File: config.mk
export PLATFORM = sky130hd
export DESIGN_NAME = i2s_transmit_param
export DESIGN_NICKNAME = d
export VERILOG_FILES = /design/src/rtl/i2s_transmit_param.sv
export SDC_FILE = /design/constraint.sdc
export NUM_CORES = 1
export LEC_CHECK = 0
export BUFFER_PORTS_ARGS = -buffer_cell sky130_fd_sc_hd__buf_2
export CORE_UTILIZATION = 58
export CTS_CLUSTER_SIZE = 12
export DETAILED_ROUTE_END_ITERATION = 7
export PLACE_DENSITY = 0.76
export SYNTH_ARGS = -nofsm -noshare
export SYNTH_HDL_FRONTEND = slang
export SYNTH_SLANG_ARGS = --single-unit
File: constraint.sdc
create_clock -name clk_i -period 7 [get_ports clk_i]
set_input_delay 0.35 -clock clk_i [delete_from_list [all_inputs] [get_ports clk_i]]
set_output_delay 0.35 -clock clk_i [all_outputs]
set_load 0.005 [all_outputs]
File: src/rtl/i2s_transmit_param.sv
// Parametrised I2S / left-justified stereo transmitter slaved to external SCK/WS,
// with a stereo frame FIFO on a valid/ready input and underrun/framing reporting.
module i2s_transmit_param #(
  parameter int unsigned DATA_W     = 24,
  parameter int unsigned SLOT_W     = 32,
  parameter int unsigned MODE_LJ    = 0,
  parameter int unsigned FIFO_DEPTH = 4
) (
  input  logic                          clk_i,
  input  logic                          rst_i,
  input  logic                          enable_i,
  input  logic                          sck_i,
  input  logic                          ws_i,
  input  logic [2*DATA_W-1:0]           s_data_i,
  input  logic                          s_valid_i,
  output logic                          s_ready_o,
  output logic                          sd_o,
  output logic                          active_o,
  output logic                          underrun_o,
  output logic                          frame_err_o,
  output logic [$clog2(FIFO_DEPTH):0]   fifo_level_o
);

  localparam int unsigned FRAME_W = 2 * DATA_W;
  localparam int unsigned AW      = $clog2(FIFO_DEPTH);
  localparam int unsigned LW      = AW + 1;
  localparam int unsigned POS_W   = 6;
  localparam logic [POS_W-1:0] POS_MAX = '1;

  logic [2:0]         sck_sync_q;   // [0],[1] synchroniser, [2] history
  logic [1:0]         ws_sync_q;
  logic               ws_q, ws_d;   // WS seen at the previous SCK fall
  logic [POS_W-1:0]   pos_q, pos_d;
  logic               err_arm_q, err_arm_d;
  logic               active_q, active_d;
  logic [FRAME_W-1:0] frame_q, frame_d;
  logic               sd_q, sd_d;
  logic               und_q, und_d;
  logic               ferr_q, ferr_d;
  logic [LW-1:0]      level_q, level_d;
  logic               ready_q, ready_d;
  logic [AW-1:0]      wr_ptr_q, wr_ptr_d;
  logic [AW-1:0]      rd_ptr_q, rd_ptr_d;
  logic [FRAME_W-1:0] mem [FIFO_DEPTH];

  logic               sck_fall, ws_now, ws_chg, left_start;
  logic               push, pop, activate, in_range;
  logic [DATA_W-1:0]  word, word_sh;
  logic [POS_W-1:0]   shamt;

  assign sck_fall   = sck_sync_q[2] & ~sck_sync_q[1];
  assign ws_now     = ws_sync_q[1];
  assign ws_chg     = sck_fall & (ws_now != ws_q);
  assign left_start = ws_chg & ~ws_now;

  // Synchronisers for the external bit clock and word select
  always_ff @(posedge clk_i or posedge rst_i) begin
    if (rst_i) begin
      sck_sync_q <= '0;
      ws_sync_q  <= '0;
    end else begin
      sck_sync_q <= {sck_sync_q[1:0], sck_i};
      ws_sync_q  <= {ws_sync_q[0], ws_i};
    end
  end

  // Next-state: slot tracking, frame fetch, serial bit selection, FIFO bookkeeping
  always_comb begin
    ws_d      = ws_q;
    pos_d     = pos_q;
    err_arm_d = err_arm_q;
    active_d  = active_q;
    frame_d   = frame_q;
    sd_d      = sd_q;
    und_d     = 1'b0;
    ferr_d    = 1'b0;
    pop       = 1'b0;
    activate  = 1'b0;
    push      = s_valid_i & ready_q;
    wr_ptr_d  = wr_ptr_q;
    rd_ptr_d  = rd_ptr_q;
    level_d   = level_q;

    if (left_start) begin
      if (!active_q) begin
        if (enable_i && (level_q != '0)) begin
          active_d = 1'b1;
          activate = 1'b1;
          pop      = 1'b1;
        end
      end else if (!enable_i) begin
        active_d = 1'b0;
      end else if (level_q != '0) begin
        pop = 1'b1;
      end else begin
        und_d = 1'b1;
      end
    end

    // The popped frame feeds the serialiser directly so the first bit is not stale
    if (pop) begin
      frame_d = mem[rd_ptr_q];
    end else if (und_d) begin
      frame_d = '0;
    end

    if (sck_fall) begin
      ws_d  = ws_now;
      pos_d = ws_chg ? '0 : ((pos_q == POS_MAX) ? POS_MAX : pos_q + POS_W'(1));
    end

    // First slot boundary after reset or activation has no trustworthy slot length
    if (ws_chg) begin
      ferr_d    = err_arm_q && ((7'(pos_q) + 7'd1) != 7'(SLOT_W));
      err_arm_d = ~activate;
    end

    word     = ws_now ? frame_d[DATA_W-1:0] : frame_d[FRAME_W-1:DATA_W];
    shamt    = (MODE_LJ != 0) ? pos_d : pos_d - POS_W'(1);
    word_sh  = word << shamt;
    in_range = (MODE_LJ != 0) ? (7'(pos_d) < 7'(DATA_W))
                              : ((pos_d != '0) && (7'(pos_d) <= 7'(DATA_W)));
    if (sck_fall) begin
      sd_d = active_d & in_range & word_sh[DATA_W-1];
    end

    if (push) wr_ptr_d = wr_ptr_q + AW'(1);
    if (pop)  rd_ptr_d = rd_ptr_q + AW'(1);
    case ({push, pop})
      2'b10:   level_d = level_q + LW'(1);
      2'b01:   level_d = level_q - LW'(1);
      default: level_d = level_q;
    endcase
    ready_d = (level_d != LW'(FIFO_DEPTH));
  end

  // State and registered outputs
  always_ff @(posedge clk_i or posedge rst_i) begin
    if (rst_i) begin
      ws_q      <= 1'b0;
      pos_q     <= '0;
      err_arm_q <= 1'b0;
      active_q  <= 1'b0;
      frame_q   <= '0;
      sd_q      <= 1'b0;
      und_q     <= 1'b0;
      ferr_q    <= 1'b0;
      level_q   <= '0;
      ready_q   <= 1'b1;
      wr_ptr_q  <= '0;
      rd_ptr_q  <= '0;
    end else begin
      ws_q      <= ws_d;
      pos_q     <= pos_d;
      err_arm_q <= err_arm_d;
      active_q  <= active_d;
      frame_q   <= frame_d;
      sd_q      <= sd_d;
      und_q     <= und_d;
      ferr_q    <= ferr_d;
      level_q   <= level_d;
      ready_q   <= ready_d;
      wr_ptr_q  <= wr_ptr_d;
      rd_ptr_q  <= rd_ptr_d;
    end
  end

  // Frame storage
  always_ff @(posedge clk_i) begin
    if (push) mem[wr_ptr_q] <= s_data_i;
  end

  assign s_ready_o    = ready_q;
  assign sd_o         = sd_q;
  assign active_o     = active_q;
  assign underrun_o   = und_q;
  assign frame_err_o  = ferr_q;
  assign fifo_level_o = level_q;

endmodule
* Word level (Yosys, flattened, before mapping)
Memory sizes are Yosys's and may differ from the RTL's.
Cells that the tools add are included.
** Cells by class
- Shifts and indexed selects :: 1
- $lt $le $gt $ge :: 1
- Mux-type cells :: 24
- Reductions and logical operators :: 5
- Equality and inequality tests :: 6
- Add/sub/neg operators :: 7
- Bitwise gates (word level) :: 9
** Operators by type and width (count)
- two-way mux 48 bit :: 2
- two-way mux 24 bit :: 1
- left shift 24 x 6 -> 24 bit :: 1
- two-way mux 6 bit :: 3
- two-way mux 1 bit :: 17
- adder 6 x 1 -> 7 bit, second input constant :: 1
- != test 7 x 6 -> 1 bit, second input constant :: 1
- adder 6 x 1 -> 6 bit, second input constant :: 1
- AND 1 bit :: 6
- == test 6 bit, second input constant :: 1
- <= comparator 6 x 5 -> 1 bit, second input constant :: 1
- one-hot mux 3 bit (2 select lines) :: 1
- nonzero test 6 bit :: 1
- subtractor 6 x 1 -> 6 bit, second input constant :: 1
- adder 2 x 1 -> 2 bit, second input constant :: 2
- adder 3 x 1 -> 3 bit, second input constant :: 1
- logical AND 1 bit :: 3
- != test 3 bit, second input constant :: 1
- inverter 1 bit :: 3
- nonzero test 3 bit :: 1
- subtractor 3 x 1 -> 3 bit, second input constant :: 1
- == test 2 x 1 -> 1 bit, second input constant :: 1
- == test 2 bit, second input constant :: 1
- != test 1 bit :: 1
** Word-level totals
- Bits in registers :: 73
- Output and inout port bits :: 8
- Bits of input ports :: 54
- Bits in writable memories :: 192
- Memories :: 1
** Memories
- mem :: depth 4, width 48, read ports 1, clocked after memory_dff 0, wr ports 1, line 44 : logic [FRAME_W-1:0] mem [FIFO_DEPTH];

* Longest topological paths before layout
- Depth in word-level cells :: 10
- Mapped depth :: 14

* Worst setup path before layout
Ideal clock, no wire load.
- Path kind :: register -> register
- From :: register pos_q[0]
- To :: register sd_q, in the netlist sd_o
- Setup slack :: 3.828 ns
- Library setup time :: 0.127 ns
- Path buffers :: 2
- Period minus slack after synthesis :: 3.172 ns
- Cell stages (with the launch flop) :: 15
- Data arrival time :: 3.045 ns
- Path through :: dfrtp_1 -> ha_1 -> and3_1 -> a31oi_1 -> nor2_4 -> inv_1 -> ha_1 -> clkbuf_1 -> clkbuf_1 -> mux2i_1 -> nor2_1 -> a311oi_1 -> o31ai_1 -> a41oi_1 -> o21ai_1
** On the way
- Longest elaborated chain between the ends :: 8
** Ends and longest elaborated chain
- start: declaration :: line 33 : logic [POS_W-1:0] pos_q, pos_d;
- start signal: assignment :: line 154 : pos_q <= pos_d;
- adder 6 x 1 -> 6 bit or == test 6 bit (tied branches) :: line 109 : pos_d = ws_chg ? '0 : ((pos_q == POS_MAX) ? POS_MAX : pos_q + POS_W'(1));
- two-way mux 6 bit (2 in a row) :: line 109
- two-way mux 6 bit (*) :: line 107 : if (sck_fall) begin
- named net pos_d[0] :: line 33
- branches (longest 3 deep; another with subtractor 6 x 1 -> 6 bit)
- AND 1 bit (*) :: line 124 : sd_d = active_d & in_range & word_sh[DATA_W-1];
- end signal: assignment :: line 145 : sd_q <= 1'b0;
- end signal: assignment :: line 158 : sd_q <= sd_d;
- end: declaration :: line 37 : logic sd_q, sd_d;
Mark *: on every way through the listed nets, which the timed path passes.
A chain may end at the register's enable or synchronous reset.

* Worst setup path in the final report
- From :: register ws_sync_q[1]
- To :: register ready_q, in the netlist s_ready_o
** On the way
- Longest elaborated chain between the ends :: 7
** Ends and longest elaborated chain
- start: declaration :: line 31 : logic [1:0] ws_sync_q;
- start signal: assignment :: line 63 : ws_sync_q <= {ws_sync_q[0], ws_i};
- != test 1 bit :: line 53 : assign ws_chg = sck_fall & (ws_now != ws_q);
- AND 1 bit :: line 53
- AND 1 bit (*) :: line 54 : assign left_start = ws_chg & ~ws_now;
- two-way mux 1 bit (*) :: line 84 : if (left_start) begin
- == test 2 x 1 -> 1 bit or == test 2 bit (tied branches) :: line 129 : case ({push, pop})
- one-hot mux 3 bit (2 select lines) (*) :: line 129
- named net level_d[2] :: line 40 : logic [LW-1:0] level_q, level_d;
- != test 3 bit (*) :: line 134 : ready_d = (level_d != LW'(FIFO_DEPTH));
- named net ready_d :: line 41 : logic ready_q, ready_d;
- end signal: assignment :: line 162 : ready_q <= ready_d;
- end: declaration :: line 41
The timed path passes the listed nets; every way through them passes the cells marked *.

==> out/qor.yml <==
setup_path:
  cp_data_required_time_ns: 7.46
  path_class: "flip-flop to flip-flop"
  reg2reg_slack_ns: 3.09
  reg2reg_to: "s_ready_o"
  rr_worst_depth: 10
  critical_path_arrival_ns: 4.37
  reg2reg_from: "ws_sync_q[1]"
  worstSetupEndpointType: "flip-flop"
  startpoint_type: "flip-flop"
  path_max_fanout: 53
timing:
  rsz0062_at_grt: "false"
  period_minus_slack_ns: 3.91
  tightest_slew_ns: 1.27
  drv_slew: 0
  fin_crit_sh: 0.558
  max_slew_margin: 0.146
  hold_viol_final: 0
  fin_tns_setup_ns: 0
  setup-violations-final: 0
  max_freq_mhz: 256
  worst_clock_skew_ns: 0.0172
synthesis:
  synth_area_leader_cell: "edfxtp_1"
  synth_edf_count: 192
  syn_avg_cell_area_um2: 17.3
  synth-async-reset-ratio: 0.275
  ys_seq_area_frac: 0.709
  ys_seq_elements: 265
  yosys-top-cells-area: "edfxtp_1 54%, dfrtp_1 17%, mux4_2 10%, nand2_1 1.9%, a22o_1 1.9%"
  yosys_warnings: 0
  synth_top_flop_cell: "edfxtp_1"
  synth_cell_types: 68
  synth.top_cell.area_share: 0.538
  syn_nets: 684
  synth_area_um2: 10700
  synth_cells: 621
pwr:
  power_switching_w: 0.00137
  worst_ir_drop_vdd_v: 0.000276
  power.static_leakage_nw: 4.41
  p_sw_frac: 0.287
  p_per_area_nw_per_um2: 396
  power.share.clock: 0.281
  combPwrFrac: 0.253
  seq_power_share: 0.466
  intPower_w: 0.00341
worst_hold_path:
  worstHoldPathType: "input pin to flip-flop"
  min_path_cells: 1
  hold_end: "mem[2][18]"
  holdCritStartpoint: "s_data_i[18]"
clock_network:
  cts_sinks: 265
  htree_levels: 1
  clk-insertion-delay-late_ns: 0.54
  tritoncts: "yes"
  ctsResizeCount: 0
  clkTransAtPathRegs_ns: 0.06
  cts_max_path_buffers: 3
  numCtsBuffers: 27
  cts-root-buf: "clkbuf_16"
floorplan:
  start_util: 0.594
  dieArea_um2: 19000
  io_pins: 62
  die_y_um: 138
  die_w_um: 138
  core_area_um2: 18000
  num_rows: 49
layout:
  stdcell_count: 936
  final_cell_mix: "192 x edfxtp_1, 70 x dfrtp_1, 61 x buf_2"
  fin_nets: 749
  antenna_cells: 0
  final_common_cell: "edfxtp_1"
  synthToLayoutAreaGrowth_pct: 12.6
  drive_gt1_frac: 0.249
detailed_routing:
  avgRoutedWirePerCell_um: 21.8
  drcViolationCount: 0
  drtIter0Drc: 436
  viasPerCell: 6.12
  wirelength_mm: 20.4
  antenna_left: 0
  vias: 5726
  drt_pass1_iterations: 6
job:
  maxCapViolCount: 0
global_route:
  grt_pass1_wl_mm: 31.9
  antenna_found_initial: 0
  grt_pass1_vias: 5783
  grt_usage: 0.227
  grt_overflow: 0
  grt_max_degree: 74
placed_design:
  numPortBuffers: 61
  dp_hpwl_mm: 12.3
  dp.cells: 882
  gpl.final_weighted_congestion: 0.824
outcome:
  status: "finished clean"
==> layer usage <==
layer,global-route usage,wire (um)
met5,0,0
met4,0.0652,540
met3,0.0387,1050
met2,0.367,9890
met1,0.321,8930
==> layout make-up <==
type                       count  area, um2
tap                          229        287
sequential                   265       7600
inverter                      21       78.8
timing repair buffer          72        398
fill                        1193       5960
clock buffer                  46        777
clock inverter                 4       60.1
multi-input combinational    299       2870
==> synthesized netlist by cell type (4+ instances only) <==
| library cell | instances |
|---|---|
| nand3_1 | 4 |
| edfxtp_1 | 192 |
| a311oi_1 | 4 |
| a21oi_1 | 23 |
| a22oi_1 | 4 |
| nor2_1 | 9 |
| nor3_1 | 6 |
| mux2i_1 | 13 |
| o21ai_0 | 4 |
| a221o_1 | 4 |
| o31a_1 | 5 |
| a22o_1 | 23 |
| ha_1 | 8 |
| clkbuf_1 | 17 |
| xnor2_1 | 6 |
| nand2_1 | 55 |
| dfrtp_1 | 72 |
| mux4_2 | 48 |
| inv_1 | 19 |
| and3_1 | 5 |
| o221ai_1 | 5 |
| buf_2 | 11 |
| o22ai_1 | 4 |
| mux2_2 | 6 |
| xor2_1 | 5 |
==> sequential cells by signal, indices dropped and copies added, names as in the netlist, 2 cells and up <==
register and flops:
ws_sync_q 2, wr_ptr_q 2, sck_sync_q 3, frame_q 48, rd_ptr_q 2, mem 192, fifo_level_o 3, pos_q 6
==> cells by family (layout without fill, tap and decap cells) <==
family          count (synthesis)  after routing  share of synthesized area
flops                         265            265                      0.709
compound gates                113            113                     0.0819
simple gates                   98             98                     0.0438
mux                            67             67                      0.119
buf+inv                        57            143                     0.0244
xor+xnor                       12             12                     0.0105
fa+ha+maj                       9              9                     0.0112
==> power by group through the flow <==
stage                     clock, W  combinational [W]  sequential (W)
after global placement           0            0.00119         0.00224
after CTS                  0.00137            0.00122         0.00223
final                      0.00134            0.00121         0.00223
after detailed placement         0            0.00121         0.00226
after global routing       0.00143            0.00131         0.00226
after floorplan                  0           0.000932         0.00219
==> worst max path at each step <==
stage,slack [ns],endpoint,start,depth (start not counted)
2_1_floorplan,3.83,sd_o,pos_q[0],14
3_3_place_gp,3.26,s_ready_o,ws_sync_q[1],10
3_5_place_dp,3.15,s_ready_o,ws_sync_q[1],10
4_1_cts,3.13,s_ready_o,ws_sync_q[1],10
5_1_grt,2.81,s_ready_o,ws_sync_q[1],10
6_report,3.09,s_ready_o,ws_sync_q[1],10
==> through the flow <==
step	utilization	hold slack, ns	cell area [um2]	worst slack, ns	power (W)
after floorplan	-	0.331	10700	3.83	0.00312
after global placement	0.621	0.369	11200	3.26	0.00343
after detailed placement	0.621	0.338	11200	3.15	0.00347
after CTS	0.669	0.0000155	12100	3.13	0.00482
after global routing	0.669	0.00379	12100	2.81	0.00500
final	0.669	0.0187	12100	3.09	0.00478
==> critical path: stages, from the launching register on <==
cell and delay (ns):
dfrtp_1 0.68, inv_2 0.44, nand3_2 0.56, inv_2 0.88
ha_1 0.32, inv_1 0.06, fa_1 0.37, xor2_1 0.15
nor2_1 0.11, xor2_1 0.18, nand2_1 0.07
==> what timing repair did <==
| action | in CTS | in global routing |
|---|---|---|
| hold endpoints to repair | 10 | 0 |
| hold buffers | 4 | 0 |
| buffers inserted | 0 | 0 |
(Power assumes the default switching activity.)
